### src/rtl/si_ddr_req_gen.sv
// Packs TS byte bursts into 32-bit DDR write commands, queues read requests,
// and arbitrates both onto one registered valid/ready command port.
module si_ddr_req_gen #(
  parameter int unsigned WR_DEPTH = 16,
  parameter int unsigned RD_DEPTH = 4,
  parameter int unsigned WR_HI    = 12,
  parameter logic [7:0]  PAD_BYTE = 8'hFF
) (
  input  logic        clk,
  input  logic        rst,
  input  logic [7:0]  si_ddr_din,
  input  logic        si_ddr_din_en,
  input  logic [35:0] si_addr_din,
  input  logic        si_addr_din_en,
  output logic        cmd_valid,
  input  logic        cmd_ready,
  output logic        cmd_wr,
  output logic [35:0] cmd_addr,
  output logic [31:0] cmd_wdata,
  output logic [15:0] wr_drop_cnt,
  output logic [15:0] rd_drop_cnt,
  output logic        busy
);

  localparam int unsigned WA = $clog2(WR_DEPTH);
  localparam int unsigned RA = $clog2(RD_DEPTH);

  typedef enum logic [1:0] {P_HDR0, P_HDR1, P_HDR2, P_PAY} pk_t;
  typedef enum logic {A_IDLE, A_ISSUE} arb_t;

  pk_t         r_pk;
  logic        r_resync, r_done, r_trunc;
  logic [9:0]  r_index;
  logic [3:0]  r_section;
  logic [31:0] r_word;
  logic [1:0]  r_lane;
  logic [7:0]  r_word_off;
  logic        r_push_vld;
  logic [35:0] r_push_addr;
  logic [31:0] r_push_data;

  logic [35:0] w_addr;
  logic [31:0] w_pad_data;
  logic [4:0]  w_lane_sh;
  logic        w_trunc_hit;

  assign w_addr    = {4'b0000, 1'b1, 9'b0, r_index, r_section, r_word_off};
  assign w_lane_sh = {~r_lane, 3'b000};
  assign w_trunc_hit = !r_resync && si_ddr_din_en && (r_pk == P_PAY) && r_done && !r_trunc;

  always_comb begin
    w_pad_data = '0;
    for (int unsigned i = 0; i < 4; i++) begin
      w_pad_data[31-8*i -: 8] = (i < 32'(r_lane)) ? r_word[31-8*i -: 8] : PAD_BYTE;
    end
  end

  // Byte packer: header capture, big-endian lane fill, tail padding, 256-word cap.
  always_ff @(posedge clk) begin
    r_push_vld <= 1'b0;
    if (rst) begin
      r_pk        <= P_HDR0;
      r_resync    <= 1'b1;
      r_done      <= 1'b0;
      r_trunc     <= 1'b0;
      r_index     <= '0;
      r_section   <= '0;
      r_word      <= '0;
      r_lane      <= '0;
      r_word_off  <= '0;
      r_push_addr <= '0;
      r_push_data <= '0;
    end else if (r_resync) begin
      if (!si_ddr_din_en) r_resync <= 1'b0;
    end else if (si_ddr_din_en) begin
      unique case (r_pk)
        P_HDR0: begin
          r_index[9:8] <= si_ddr_din[1:0];
          r_pk         <= P_HDR1;
        end
        P_HDR1: begin
          r_index[7:0] <= si_ddr_din;
          r_pk         <= P_HDR2;
        end
        P_HDR2: begin
          r_section  <= si_ddr_din[3:0];
          r_lane     <= '0;
          r_word_off <= '0;
          r_done     <= 1'b0;
          r_trunc    <= 1'b0;
          r_pk       <= P_PAY;
        end
        default: begin
          if (r_done) begin
            r_trunc <= 1'b1;
          end else if (r_lane == 2'd3) begin
            r_push_vld  <= 1'b1;
            r_push_addr <= w_addr;
            r_push_data <= {r_word[31:8], si_ddr_din};
            r_lane      <= '0;
            r_word_off  <= r_word_off + 8'd1;
            if (r_word_off == '1) r_done <= 1'b1;
          end else begin
            r_word[w_lane_sh +: 8] <= si_ddr_din;
            r_lane                 <= r_lane + 2'd1;
          end
        end
      endcase
    end else begin
      if ((r_pk == P_PAY) && (r_lane != '0)) begin
        r_push_vld  <= 1'b1;
        r_push_addr <= w_addr;
        r_push_data <= w_pad_data;
        r_lane      <= '0;
      end
      r_pk <= P_HDR0;
    end
  end

  logic [67:0] r_wr_mem [WR_DEPTH];
  logic [WA-1:0] r_wr_wp, r_wr_rp;
  logic [WA:0]   r_wr_cnt;
  logic w_wr_full, w_wr_empty, w_wr_acc, w_wr_drop, w_wr_pop;

  logic [35:0] r_rd_mem [RD_DEPTH];
  logic [RA-1:0] r_rd_wp, r_rd_rp;
  logic [RA:0]   r_rd_cnt;
  logic w_rd_full, w_rd_empty, w_rd_acc, w_rd_drop, w_rd_pop;

  assign w_wr_full  = (r_wr_cnt == (WA+1)'(WR_DEPTH));
  assign w_wr_empty = (r_wr_cnt == '0);
  assign w_wr_acc   = r_push_vld && (!w_wr_full || w_wr_pop);
  assign w_wr_drop  = r_push_vld && !w_wr_acc;

  assign w_rd_full  = (r_rd_cnt == (RA+1)'(RD_DEPTH));
  assign w_rd_empty = (r_rd_cnt == '0);
  assign w_rd_acc   = si_addr_din_en && (!w_rd_full || w_rd_pop);
  assign w_rd_drop  = si_addr_din_en && !w_rd_acc;

  always_ff @(posedge clk) begin
    if (w_wr_acc) r_wr_mem[r_wr_wp] <= {r_push_addr, r_push_data};
    if (w_rd_acc) r_rd_mem[r_rd_wp] <= si_addr_din;
  end

  always_ff @(posedge clk) begin
    if (rst) begin
      r_wr_wp <= '0; r_wr_rp <= '0; r_wr_cnt <= '0;
      r_rd_wp <= '0; r_rd_rp <= '0; r_rd_cnt <= '0;
    end else begin
      if (w_wr_acc) r_wr_wp <= r_wr_wp + 1'b1;
      if (w_wr_pop) r_wr_rp <= r_wr_rp + 1'b1;
      if (w_wr_acc && !w_wr_pop)      r_wr_cnt <= r_wr_cnt + 1'b1;
      else if (!w_wr_acc && w_wr_pop) r_wr_cnt <= r_wr_cnt - 1'b1;
      if (w_rd_acc) r_rd_wp <= r_rd_wp + 1'b1;
      if (w_rd_pop) r_rd_rp <= r_rd_rp + 1'b1;
      if (w_rd_acc && !w_rd_pop)      r_rd_cnt <= r_rd_cnt + 1'b1;
      else if (!w_rd_acc && w_rd_pop) r_rd_cnt <= r_rd_cnt - 1'b1;
    end
  end

  arb_t r_arb, w_arb_nxt;
  logic w_load;

  always_ff @(posedge clk) begin
    if (rst) r_arb <= A_IDLE;
    else     r_arb <= w_arb_nxt;
  end

  // Re-selection also happens on acceptance so commands can go back-to-back.
  always_comb begin
    w_arb_nxt = r_arb;
    w_wr_pop  = 1'b0;
    w_rd_pop  = 1'b0;
    w_load    = (r_arb == A_IDLE) || cmd_ready;
    if (w_load) begin
      if (!w_wr_empty && (r_wr_cnt >= (WA+1)'(WR_HI))) w_wr_pop = 1'b1;
      else if (!w_rd_empty)                            w_rd_pop = 1'b1;
      else if (!w_wr_empty)                            w_wr_pop = 1'b1;
      w_arb_nxt = (w_wr_pop || w_rd_pop) ? A_ISSUE : A_IDLE;
    end
  end

  always_ff @(posedge clk) begin
    if (rst) begin
      cmd_wr    <= 1'b0;
      cmd_addr  <= '0;
      cmd_wdata <= '0;
    end else if (w_wr_pop) begin
      cmd_wr                <= 1'b1;
      {cmd_addr, cmd_wdata} <= r_wr_mem[r_wr_rp];
    end else if (w_rd_pop) begin
      cmd_wr    <= 1'b0;
      cmd_addr  <= r_rd_mem[r_rd_rp];
      cmd_wdata <= '0;
    end
  end

  assign cmd_valid = (r_arb == A_ISSUE);
  assign busy      = !w_wr_empty || !w_rd_empty || cmd_valid;

  // A FIFO-full drop and a truncation can land in the same cycle.
  logic [16:0] w_wr_sum;
  assign w_wr_sum = {1'b0, wr_drop_cnt} + 17'(w_wr_drop) + 17'(w_trunc_hit);

  always_ff @(posedge clk) begin
    if (rst) begin
      wr_drop_cnt <= '0;
      rd_drop_cnt <= '0;
    end else begin
      wr_drop_cnt <= w_wr_sum[16] ? 16'hFFFF : w_wr_sum[15:0];
      if (w_rd_drop && (rd_drop_cnt != '1)) rd_drop_cnt <= rd_drop_cnt + 16'd1;
    end
  end

endmodule

### config.mk
export PLATFORM = sky130hd
export DESIGN_NAME = si_ddr_req_gen
export DESIGN_NICKNAME = d
export VERILOG_FILES = /design/src/rtl/si_ddr_req_gen.sv
export SDC_FILE = /design/constraint.sdc
export NUM_CORES = 1
export LEC_CHECK = 0
export CAP_MARGIN = 20
export CORE_MARGIN = 1.5
export CORE_UTILIZATION = 42
export CTS_CLUSTER_DIAMETER = 50
export DETAILED_ROUTE_END_ITERATION = 7
export PLACE_DENSITY_LB_ADDON = 0.15
export SLEW_MARGIN = 15
export SYNTH_ARGS = -nofsm -noshare
export SYNTH_HDL_FRONTEND = slang
export SYNTH_SLANG_ARGS = --single-unit
### constraint.sdc
create_clock -name clk -period 6.9 [get_ports clk]
set_input_delay 0.69 -clock clk [delete_from_list [all_inputs] [get_ports clk]]
set_output_delay 0.69 -clock clk [all_outputs]
set_load 0.01 [all_outputs]
## Word-level counts from Yosys, hierarchy flattened

Memories as Yosys holds them, arrays and structs flattened. A register that Yosys moved wholly into a read port is not among the register bits.
Cells that the tools add are included.
W data, S select, Z words.

| word-level totals | value |
|---|---|
| flip-flop bits (word level) | 252 |
| bits in latches | 0 |
| RAM bits | 1232 |
| ROM bits | 0 |
| input port bits | 49 |
| output and inout port bits | 103 |
| word-level logic and storage cells | 189 |
| memories kept | 2 |

| operators by class | value |
|---|---|
| add/sub/neg operators | 14 |
| multipliers | 0 |
| div/mod/pow operators | 0 |
| $lt $le $gt $ge | 4 |
| equality and inequality tests | 15 |
| shift-type cells | 2 |
| multiplexer cells | 66 |
| bitwise gates (word level) | 7 |
| reductions and logical operators | 54 |

Memories:

| memory | depth | width | read ports | clocked after Yosys merged registers in | write ports | line | source |
|---|---|---|---|---|---|---|---|
| r_wr_mem | 16 | 68 | 1 | 1 | 1 | 120 | `logic [67:0] r_wr_mem [WR_DEPTH];` |
| r_rd_mem | 4 | 36 | 1 | 1 | 1 | 125 | `logic [35:0] r_rd_mem [RD_DEPTH];` |

Operator list:

| operator | number |
|---|---|
| $mux W36 | 7 |
| $mux W32 | 7 |
| $mux W8 | 5 |
| $bwmux W32 | 1 |
| $shift A8 B7 Y32 const A | 1 |
| $shiftx A8 B7 Y32 | 1 |
| $mux W1 | 27 |
| $add A16 B1 Y17 | 1 |
| $add A17 B1 Y17 | 1 |
| $add A16 B1 Y16 const B | 1 |
| $mux W16 | 1 |
| $ne A16 B16 Y1 const B | 1 |
| $pmux W8 S2 | 1 |
| $logic_and A1 B1 Y1 | 15 |
| $reduce_and A5 Y1 | 3 |
| $mux W2 | 7 |
| $reduce_bool A2 Y1 | 7 |
| $reduce_and A3 Y1 | 4 |
| $logic_not A1 Y1 | 10 |
| $mux W5 | 2 |
| $add A4 B1 Y4 const B | 2 |
| $add A8 B1 Y8 const B | 1 |
| $eq A8 B8 Y1 const B | 1 |
| $mux W4 | 2 |
| 31 further kinds | 53 |

## Depth between registers and ports, before layout

| logic depth | value |
|---|---|
| depth after elaboration | 13 |
| mapped depth | 13 |
| gate-level depth less buffers | 12 |

## Worst setup path after synthesis

Ideal clock, no wire load.

| path | value |
|---|---|
| path type | in2reg |
| start | input port cmd_ready |
| end | memory r_wr_mem[3][0], enable pin |
| setup time | 0.536 ns |
| data arrival time | 5.261 ns |
| data required time | 6.364 ns |
| path slack | 1.103 ns |
| stages | 4 |
| path buffers | 0 |
| path through | nor2b_1 > a31oi_1 > nand2_1 > nor3_1 |

| between the ends | value |
|---|---|
| cells in the longest elaborated chain, start to end | 6 |

Ends and longest elaborated chain:

| item | line | source |
|---|---|---|
| start: declaration | 16 | `input logic cmd_ready,` |
| $logic_or A1 B1 Y1 | 174 | `w_load = (r_arb == A_IDLE) \|\| cmd_ready;` |
| $mux W1 | 175 | `if (w_load) begin` |
| $logic_or A1 B1 Y1 | 132 | `assign w_wr_acc = r_push_vld && (!w_wr_full \|\| w_wr_pop);` |
| $logic_and A1 B1 Y1 | 132 |  |
| via w_wr_acc | 123 | `logic w_wr_full, w_wr_empty, w_wr_acc, w_wr_drop, w_wr_pop;` |
| $mux W1 | 141 | `if (w_wr_acc) r_wr_mem[r_wr_wp] <= {r_push_addr, r_push_data};` |
| $mux W1 (not written as such) | 141 |  |
| end: declaration | 120 |  |

The timed path passes the listed nets, and every way through them passes these cells.

## Worst setup path in the final report

| path | value |
|---|---|
| start | register r_wr_cnt[3] |
| end | register r_rd_cnt[2] |

| between the ends | value |
|---|---|
| cells in the longest elaborated chain, start to end | 11 |
| elaborated cells on any way between the ends | 15 |
| classes of those cells | order compare (1); mux (4); reduce/logical (10) |

Ends and longest elaborated chain:

| item | line | source |
|---|---|---|
| start: declaration | 122 | `logic [WA:0] r_wr_cnt;` |
| start signal: assignment | 152 | `if (w_wr_acc && !w_wr_pop) r_wr_cnt <= r_wr_cnt + 1'b1;` |
| start signal: assignment | 153 | `else if (!w_wr_acc && w_wr_pop) r_wr_cnt <= r_wr_cnt - 1'b1;` |
| branches (longest 2 deep; another with $ge A5 B4 Y1) | - |  |
| $logic_and A1 B1 Y1 (*) | 176 | `if (!w_wr_empty && (r_wr_cnt >= (WA+1)'(WR_HI))) w_wr_pop = 1'b1;` |
| $mux W1 (*) | 176 |  |
| $mux W1 (*) (2 in a row) | 175 |  |
| $logic_or A1 B1 Y1 (*) | 137 | `assign w_rd_acc = si_addr_din_en && (!w_rd_full \|\| w_rd_pop);` |
| $logic_and A1 B1 Y1 (*) | 137 |  |
| via w_rd_acc | 128 | `logic w_rd_full, w_rd_empty, w_rd_acc, w_rd_drop, w_rd_pop;` |
| $logic_not A1 Y1 | 157 | `else if (!w_rd_acc && w_rd_pop) r_rd_cnt <= r_rd_cnt - 1'b1;` |
| $logic_and A1 B1 Y1 | 157 |  |
| $reduce_bool A2 Y1 (no line) | - |  |
| end signal: assignment | 156 | `if (w_rd_acc && !w_rd_pop) r_rd_cnt <= r_rd_cnt + 1'b1;` |
| end signal: assignment | 157 |  |
| end: declaration | 127 | `logic [RA:0] r_rd_cnt;` |

Mark *: on every way through the listed nets, which the timed path passes. The select of a mux whose other input is x is not followed.
A chain may end at the register's enable or synchronous reset.

==> results by stage <==
Die:
- In this run the core area contains 123 standard-cell rows.
- The area inside the core boundary is about 110000 um2.
- For this configuration, the core starts out at a cell density of 0.423.
- The floorplan step set the die height to between 300 and 400 um.
- The die is 339 um wide.
- The top-level port count is ~150.
- The floorplan die area is 115000 um2.

Drt:
- For this block, the routed nets add up to between 100000 and 150000 um of wire.
- The count of TritonRoute iterations in the first routing pass is 5.
- After detailed routing, the number of remaining DRC violations is 0.
- The remaining antenna violation count after routing is 0.
- The number of violations reported at the end of detailed-routing iteration 0 is 1877.
- The detailed router placed about 24000 vias in this run.
- The detail-routed net length per standard cell is approximately 26 um.
- After detailed routing, the number of vias per cell comes to 5.58.

Worst setup path:
- On the critical path the largest part of the delay comes from compound AO/OA/AOI/OAI gates.
- STA classifies the critical path startpoint as a flip-flop.
- The most common cell type on the critical path is sky130_fd_sc_hd__a21oi_1.
- The stage delay of the slowest cell on the critical path is just under 600 ps.
- The beginning of the critical path is r_wr_cnt[3].
- The signal on the critical path passes through a21oi_1 -> and3_1 -> buf_4 -> inv_2 -> a31oi_1 -> ha_1 -> inv_1 -> fa_1 -> xor2_1 -> or3_1 -> a21oi_1.
- The number of buffer and inverter stages on the critical path is 3.
- The kind of end point of the critical path is a flip-flop.
- The largest individual stage delay along the critical path comes from the cell sky130_fd_sc_hd__a31oi_1.
- For the worst setup path, the data arrival time is roughly 4300 ps.
- The critical path class is reg2reg.
- In this run the critical register-to-register path is launched from r_wr_cnt[3].
- The required time of the critical path is around 7500 ps.
- The biggest fanout along the worst timing path is 28.

Synthesis:
- The number of library cell types mapped by synthesis is 63.
- The number of instances in the synthesized netlist is 2474.
- During synthesis, Yosys emitted a total of 0 warnings.
- The combined area of all synthesized cells is 47600 um2.
- The post-synthesis xor/xnor area fraction is 0.00645.
- The area share of the leading cell type in the synthesized netlist is 0.647.
- The number of synthesized flops with an enable pin is around 1000.
- A synthesized cell averages between 15 and 20 um2.
- Of the total synthesized cell area, the portion taken by AND, OR, NAND and NOR gates is 0.0438.
- The combinational family with the most area after synthesis is multiplexers.
- Yosys attributes the largest share of cell area to sky130_fd_sc_hd__edfxtp_1 65%, sky130_fd_sc_hd__mux4_2 15%, sky130_fd_sc_hd__dfxtp_1 10%, sky130_fd_sc_hd__nand2_1 1.2%, sky130_fd_sc_hd__a21oi_1 1.1%.
- The top flip-flop cell by instance count after synthesis is sky130_fd_sc_hd__edfxtp_1.
- The portion of netlist area occupied by mux cells is 0.151.
- Of all cell types, the one taking the most synthesized area is sky130_fd_sc_hd__edfxtp_1.
- The proportion of synthesized flip-flops having asynchronous set or reset is 0.
- The share of the Yosys chip area taken by registers is 0.746.
- The number of flip-flops and latches in the synthesized netlist is ~1300.
- Of the total synthesized cell area, the portion taken by full adders, half adders and majority gates is 0.00863.
- The area fraction in compound gates after synthesis is 0.0293.
- When the netlist entered floorplanning its net count stood at 2554.

CTS:
- The number of setup buffers added after CTS is 0.
- The sink count of the clock tree is 1261.
- The clock latency at the later pin of the worst-skew pair is roughly 750 ps.
- The number of gates given a new drive strength after cts is 0.
- Buffers inserted during clock tree synthesis total 139.
- The clock root buffer master is sky130_fd_sc_hd__clkbuf_16.
- In this run the deepest clock path goes through 3 buffers.
- Hold repair after CTS inserted 0 buffers.
- The TritonCTS clock tree is done.
- The clock transition at the register clock pins on the worst setup and hold paths after CTS is roughly 60 ps.
- The depth of the CTS H-tree is 4.

Global route:
- The wire length of the first global-routing pass is ~160000 um.
- The sum of overflow across all layers after global routing is 0.
- For this run, the total global-route usage over all layers was measured as 0.191.
- The number of global-route vias before repair is roughly 25000.
- The largest net degree at the start of global routing is approximately 120.
- The number of antenna violations at the first check in global routing was 4.

Hold path:
- The worst min-delay path startpoint is rst.
- The worst min-delay path category is in2reg.

Final layout:
- Registers take about 36000 um2.
- The share of post-route cells with drive strength above 1 is 0.213.
- The multi-input combinational cells in the finished layout cover a total of 11500 um2.
- The area growth from synthesis to layout is 16.4%.
- The net count reported at finish is around 2800.
- The finished layout holds 4294 standard cells, fillers aside.
- The utilization after layout is 0.493.
- The filler cell count in the final layout is just over 9000.

Place:
- The HPWL after detailed placement is 60100 um.
- The routability congestion estimate is ~0.74.
- The instance count after placement with tap cells included is 4037.
- The count of buffers added on input and output ports is between 150 and 200.

Power and ir drop:
- In this run the static leakage power is around 18 nW.
- For this design the ratio of total power to cell area is roughly 340 nW/um2.
- The total power draw is ~19 mW.
- The maximum vdd drop is between 200 and 250 uV.

STA:
- The count of final max-slew check failures is 0.
- After routing, the total negative slack on setup checks comes to 0 ps.
- The post-route minimum period is 3610 ps.
- The hold violation count in the final report is 0.
- The highest clock frequency the design can meet is roughly 280 MHz.
- Dividing the final minimum period by the clock period gives 0.523.
- Setup repair after global routing left no endpoint under its margin.
- Setup violations remaining at the end of the flow were counted as 0.
- The actual transition at the worst max-transition pin is 1120 ps.
- On the final layout, the worst clock skew is 38.2 ps.
- The worst pin sits at a relative slew slack of 0.256.

Run status:
- The flow ran to the end, and the final reports show no timing, DRC or antenna violations.

Run:
- Max-cap violations in this run came to 0.
==> cell usage in the layout (no fill, tap or decap), types with 14 or more instances in the layout <==
cell / netlist / routed
sky130_fd_sc_hd__edfxtp_1: 1024 / 1024
sky130_fd_sc_hd__mux4_2: 308 / 308
sky130_fd_sc_hd__dfxtp_1: 237 / 232
sky130_fd_sc_hd__nand2_1: 152 / 151
sky130_fd_sc_hd__clkdlybuf4s50_1: 0 / 150
sky130_fd_sc_hd__clkbuf_16: 0 / 140
sky130_fd_sc_hd__a21oi_1: 101 / 101
sky130_fd_sc_hd__nor2_1: 110 / 98
sky130_fd_sc_hd__nor3_1: 58 / 54
sky130_fd_sc_hd__buf_4: 4 / 39
sky130_fd_sc_hd__nand3_1: 34 / 34
sky130_fd_sc_hd__a22o_1: 32 / 32
sky130_fd_sc_hd__clkbuf_1: 71 / 32
sky130_fd_sc_hd__ha_1: 28 / 28
sky130_fd_sc_hd__mux2i_1: 26 / 26
sky130_fd_sc_hd__xor2_1: 24 / 24
sky130_fd_sc_hd__clkinv_2: 0 / 23
sky130_fd_sc_hd__inv_1: 22 / 22
sky130_fd_sc_hd__o21ai_0: 21 / 21
sky130_fd_sc_hd__clkinv_1: 0 / 16
sky130_fd_sc_hd__inv_6: 0 / 14
==> cell type report <==
| type | instances | share of cell area |
|---|---|---|
| diodes | 1 | 0.0000452 |
| repair buffers | 192 | 0.0333 |
| clock inverters | 78 | 0.0147 |
| inverters | 24 | 0.00163 |
| multi-input cells | 1060 | 0.208 |
| flip-flops and latches | 1261 | 0.642 |
| clock buffers | 178 | 0.0667 |
| well taps | 1500 | 0.0339 |
==> cells in the mapped netlist, types with 26 or more instances <==
library cell / n
sky130_fd_sc_hd__nand3_1: 34
sky130_fd_sc_hd__nor3_1: 58
sky130_fd_sc_hd__edfxtp_1: 1024
sky130_fd_sc_hd__a21oi_1: 101
sky130_fd_sc_hd__clkbuf_1: 71
sky130_fd_sc_hd__a22o_1: 32
sky130_fd_sc_hd__nor2_1: 110
sky130_fd_sc_hd__mux4_2: 308
sky130_fd_sc_hd__nand2_1: 152
sky130_fd_sc_hd__ha_1: 28
sky130_fd_sc_hd__dfxtp_1: 237
sky130_fd_sc_hd__mux2i_1: 26
sky130_fd_sc_hd__buf_2: 38
==> layer usage <==
metal	GRT usage	vias to the layer above	wire, um
met5	0	-	18
met4	0.0510	2	2080
met3	0.0375	138	6440
met2	0.310	743	53500
met1	0.266	12700	47600
li1	-	10400	-
==> logic make-up (layout without fill, tap and decap cells) <==
kind of cell | after synthesis | after routing
buffers and inverters | 153 | 472
AND/OR/NAND/NOR | 447 | 447
flip-flops | 1261 | 1261
other | 0 | 1
XOR/XNOR | 35 | 35
AO/OA/AOI/OAI | 213 | 213
multiplexers | 334 | 334
adder cells (fa/ha/maj) | 31 | 31
==> flip-flops by register name (all words and copies together) (netlist names), 23 cells and up, named ones only <==
signal and count:
cmd_addr 36, r_wr_mem 880, cmd_wdata 32, r_word 24, r_rd_mem 144, r_push_addr 23, r_push_data 32
==> worst paths after layout <==
kind,to,cells past startpoint,slack [ps]
setup / recovery,r_rd_cnt[2],11,3290
hold / removal,r_rd_rp[0],2,430
setup reg to reg,r_rd_cnt[2],11,3290
hold reg to reg,r_word[18],2,450
==> report_power, final <==
part	switching [mW]	internal (mW)	total, mW
Combinational	1.31	1.30	2.60
Sequential	0.251	8.46	8.71
Clock	3.01	4.25	7.26
Total	4.57	14.0	18.6
==> metrics by stage <==
step / setup WS [ps] / hold WS [ps] / area (um2)
2_1_floorplan: 1100 / 428 / 47600
3_3_place_gp: 2600 / 439 / 50800
3_5_place_dp: 2640 / 448 / 50800
4_1_cts: 3270 / 431 / 55300
5_1_grt: 2990 / 461 / 55300
6_report: 3290 / 434 / 55400
Note: power is estimated with default switching activity, not from simulation.
